==> config.mk <==
export PLATFORM = sky130hd
export DESIGN_NAME = top
export DESIGN_NICKNAME = d
export VERILOG_FILES = /design/src/rtl/top_pkg.sv /design/src/rtl/branch_stats.sv /design/src/rtl/top.sv
export SDC_FILE = /design/constraint.sdc
export NUM_CORES = 1
export LEC_CHECK = 0
export ABC_AREA = 1
export CAP_MARGIN = 10
export CORE_AREA = 4 4 44 46
export CTS_CLUSTER_SIZE = 24
export DETAILED_ROUTE_END_ITERATION = 12
export DIE_AREA = 0 0 48 50
export PLACE_DENSITY = 0.71
export SLEW_MARGIN = 20
export SYNTH_ARGS = -nofsm -noshare
export SYNTH_HDL_FRONTEND = slang
export SYNTH_SLANG_ARGS = --single-unit
==> constraint.sdc <==
create_clock -name clk -period 0.8 [get_ports clk]
set_input_delay 0.16 -clock clk [delete_from_list [all_inputs] [get_ports clk]]
set_output_delay 0.16 -clock clk [all_outputs]
set_load 0.01 [all_outputs]
==> src/rtl/top_pkg.sv <==
// Shared types and reset/trap defaults for the branch-target PC block.
// Imported by the interface, the PC register top and the statistics sub-module.
// Optional statistics are selected elsewhere with BRANCH_STATS_EN.
package top_pkg;

  typedef logic [15:0] word_t;

  localparam word_t RESET_PC_DEF    = 16'h0000;
  localparam word_t TRAP_VECTOR_DEF = 16'h0004;

endpackage

==> src/rtl/branch_stats.sv <==
// Counts taken jumps and trap loads; both counters wrap from 16'hFFFF to 0.
// Latency: counts update on the same edge as the PC load they describe.
// Backpressure: none; only built when BRANCH_STATS_EN is defined.
module branch_stats
  import top_pkg::*;
(
  input  logic  clk,
  input  logic  rst,
  input  logic  jump,
  input  logic  trap,
  output word_t jump_count,
  output word_t trap_count
);

  // Event counters, cleared asynchronously by reset, natural 16-bit wrap.
  always_ff @(posedge clk or posedge rst) begin
    if (rst) begin
      jump_count <= '0;
      trap_count <= '0;
    end else begin
      if (jump) jump_count <= jump_count + 16'd1;
      if (trap) trap_count <= trap_count + 16'd1;
    end
  end

endmodule

==> src/rtl/top.sv <==
// PC register loaded every cycle from din; a zero target loads TRAP_VECTOR instead.
// Latency: one cycle from din to PC/dout; dout is the register itself.
// Backpressure: none. Optional jump/trap counters compiled in with BRANCH_STATS_EN.
module top
  import top_pkg::*;
#(
  parameter word_t RESET_PC    = RESET_PC_DEF,
  parameter word_t TRAP_VECTOR = TRAP_VECTOR_DEF
) (
  input  logic  clk,
  input  logic  sys_rst,
  input  word_t din,
  output word_t dout
);

  word_t PC;
  word_t last_target;
  logic  trap_seen;
  logic  is_trap;

  // Only a zero target is illegal; TRAP_VECTOR itself is an ordinary jump.
  assign is_trap = (din == 16'h0000);

  // PC load, sticky trap flag and last taken target; reset wins over any update.
  always_ff @(posedge clk or posedge sys_rst) begin
    if (sys_rst) begin
      PC          <= RESET_PC;
      trap_seen   <= 1'b0;
      last_target <= '0;
    end else if (is_trap) begin
      PC        <= TRAP_VECTOR;
      trap_seen <= 1'b1;
    end else begin
      PC          <= din;
      last_target <= din;
    end
  end

  assign dout = PC;

`ifdef BRANCH_STATS_EN
  word_t jump_count;
  word_t trap_count;

  branch_stats u_stats (
    .clk        (clk),
    .rst        (sys_rst),
    .jump       (!is_trap),
    .trap       (is_trap),
    .jump_count (jump_count),
    .trap_count (trap_count)
  );
`endif

endmodule

# Yosys cells after proc, flatten, opt, wreduce, memory -nomap -nowiden
# Index checks and enable logic that the tools add are counted.
[word_totals]
regBits = 16
input_bits = 18
output_inout_bits = 16
elab_cells = 3
[op_classes]
n_mux = 1
reduce_logical = 1
[op_table]
columns = ["op", "n"]
rows = [
  ["logical NOT 16 bit", 1],
  ["two-way mux 16 bit", 1],
]

# Logic depth before layout (Yosys ltp)
[logic_depth]
ltp_word = 2
depth_mapped = 5
mapped_depth_nobuf = 5

# Worst setup path before layout
# Ideal clock, no wire load.
[synth_path]
path_type = "register to output"
start = "reg PC[0], in the netlist dout[0]"
end = "out dout[0]"
arrival_time_ns = 0.376
t_required_ns = 0.640
setup_slack_ns = 0.264
path_stages_with_launch = 1
path_buffers = 0
cell_sequence = "dfrtp_1"
[synth_rtl]
columns = ["element", "line_no", "rtl"]
rows = [
  ["start, declared", "top.sv:16", "word_t PC;"],
  ["start signal, assigned", "top.sv:34", "PC <= din;"],
  ["end, declared", "top.sv:13", "output word_t dout"],
]
# No word-level cell between the ends.

# Worst setup path after layout
[layout_path]
start = "reg PC[8], in the netlist dout[8]"
end = "out dout[8]"
# No word-level cell between the ends.

==> reports/metrics.yaml <==
outcome: "finished, violations left"
failed_checks: "negative setup slack"
largest_reg_flops: 16
clock_path_buffers: 2
drt-initial-drc-count: 0
via_per_inst: 4.06
switchingPower_uw: 300
setup_slack_ns: -0.133
placed_cells: 85
h-tree-depth: 1
setup_viol: 16
antenna_found_initial: 0
final.min_clock_period_ns: 0.933
grt_usage_pct: 8.87
comb_power_share_pct: 14.6
yosys_warnings: 0
leakagePower_nw: 0.435
yosysSeqAreaShare_pct: 76.4
hold_depth: 1
place_congestion: 0.654
post_cts.repair.setup_buffers: 0
dieHeight_um: 50
cp_slowest_cell: "dfrtp_1"
slew_violations: 0
start_util_pct: 34.8
grt_pass1_wl_um: 1460
relSlewSlack_pct: 93.9
worst_setup_path_start_kind: "flop"
drv_cap: 0
cp.depth: 1
fillers: 140
finalWirelength_um: 1030
power_density_nw_per_um2: 1750
synth_top_family_by_area: "buffers and inverters"
synth-compound-area-share_pct: 0
synth_edf_count: 0
arrival_ns: 0.77
syn_to_final_growth_pct: 58.7
drc: 0
rsz0062_at_grt: "yes"
syn_area_sq_um: 524
synth.distinct_cells: 5
required_ns: 0.64
clkSinkCount: 16
post-route-period-util_pct: 117
synth_area_leaders: "dfrtp_1, clkbuf_1, nor2_1, nand2_1, inv_1"
io_pins: 34
final_nets: 92
yosysTopAreaCell: "dfrtp_1"
cp.buffers_inverters: 1
grt_pass1_vias: 342
crit_type: "reg2out"
postRouteAntennaNets: 0
routedWlPerCell_um: 11.6
synth_xor_area_share_pct: 0
drive_above_1_share_pct: 29.2
syn_inst: 49
multi_input_area_sq_um: 60.1
clock_power_share_pct: 26.2
setup-tns-final_ns: -1.98
diodes: 0
yosys_register_bits: 16
worst_pin_slew_ns: 0.0917
register_area_sq_um: 400
root_buffer: "clkbuf_4"
cts.clk_slew.worst_paths_ns: 0.08
synth_simple_gate_area_share_pct: 11.5
rows: 14
core_sq_um: 1510
swShare_pct: 20.7
drt-pass1-iter-count: 1
holdBufCountCts: 0
numCtsBuffers: 3
max_stage_delay_ns: 0.37
ys_top_cells_by_count: "dfrtp_1, clkbuf_1, nor2_1"
io_buffers: 33
worst_ir_drop_vdd_mv: 0.774
finalHoldViolCount: 0
fmax_mhz: 1070
die_w_um: 48
synth_top_cell_area_share_pct: 76.4
grt_max_degree: 17
place_hpwl_um: 849
synthAdderAreaFrac_pct: 0
cts_tree: "yes"
yosys.cell_count.top_type: "dfrtp_1"
synthFlopType: "dfrtp_1"
hp-class: "in2reg"
cp_cell_sequence: "buf_2"
synthMuxAreaShare_pct: 0
die_area_sq_um: 2400
cp_top_family: "flip-flops"
postSynth.asyncResetShare_pct: 100
pwr-share-seq_pct: 59.2
stdcell_count: 88
critPathMaxFanout: 1
endpoint_kind: "primary output"
dp_slack_ns: -0.256
syn_area_per_cell_sq_um: 10.7
syn_nets: 67
internal_power_mw: 1.15
vias: 357
grt_overflow_total: 0
final_util_pct: 55.2
logic make-up after synthesis:
| family | count (synthesis) |
|---|---|
| simple gates | 16 |
| flops | 16 |
| buf+inv | 17 |
cell type report:
type                       count  area share [%]
multi-input combinational     16            7.22
clock buffer                   3            2.71
sequential                    16            48.1
timing repair buffer          35            38.6
inverter                       2           0.902
tap                           16            2.41
per-layer routing:
metal / vias up / GRT usage, % / part of all wire, %
met5: - / 0 / 0
met3: 0 / 4.73 / 22
met2: 25 / 13.7 / 44
li1: 177 / - / -
met1: 155 / 8.99 / 34
met4: 0 / 5.38 / 0
final timing paths:
check                                  start            endpoint  slack, ns
hold / removal                       din[13]  dout[13]$_DFF_PP0_       0.03
max in group asynchronous            sys_rst  dout[10]$_DFF_PP0_       0.49
min in group asynchronous            sys_rst  dout[12]$_DFF_PP0_       0.20
setup / recovery           dout[8]$_DFF_PP0_             dout[8]      -0.13
placed cells by master (no fill, tap or decap):
cell             Yosys  final
buf_4                0      1
buf_2                0     11
nor2_1              10     10
inv_1                2      2
buf_12               0      1
clkdlybuf4s50_1      0     12
buf_6                0      5
dlymetal6s2s_1       0      5
nand2_1              6      6
dfrtp_1             16     16
clkbuf_4             0      3
power groups by stage:
stage | combinational (mW) | clock (mW) | sequential (mW)
3_3_place_gp | 0.243 | 0 | 0.873
3_5_place_dp | 0.247 | 0 | 0.875
6_report | 0.213 | 0.381 | 0.860
4_1_cts | 0.211 | 0.409 | 0.858
5_1_grt | 0.233 | 0.437 | 0.864
2_1_floorplan | 0.0476 | 0 | 0.898
stage by stage:
stage	hold WS (ns)	total power, mW	instance area [sq um]
after detailed placement	0.485	1.12	846
after floorplan	0.0737	0.946	524
after global routing	0.0202	1.53	832
final	0.0296	1.45	832
after CTS	0.191	1.48	795
after global placement	0.486	1.12	846
timing repair:
item,4_1_cts,5_1_grt
cloned,0,0
pin swaps,0,7
endpoints found under the hold margin,0,0
setup endpoints to repair,16,17
gates resized for setup,65,9
No activity file was read; power rests on OpenSTA's default activity.
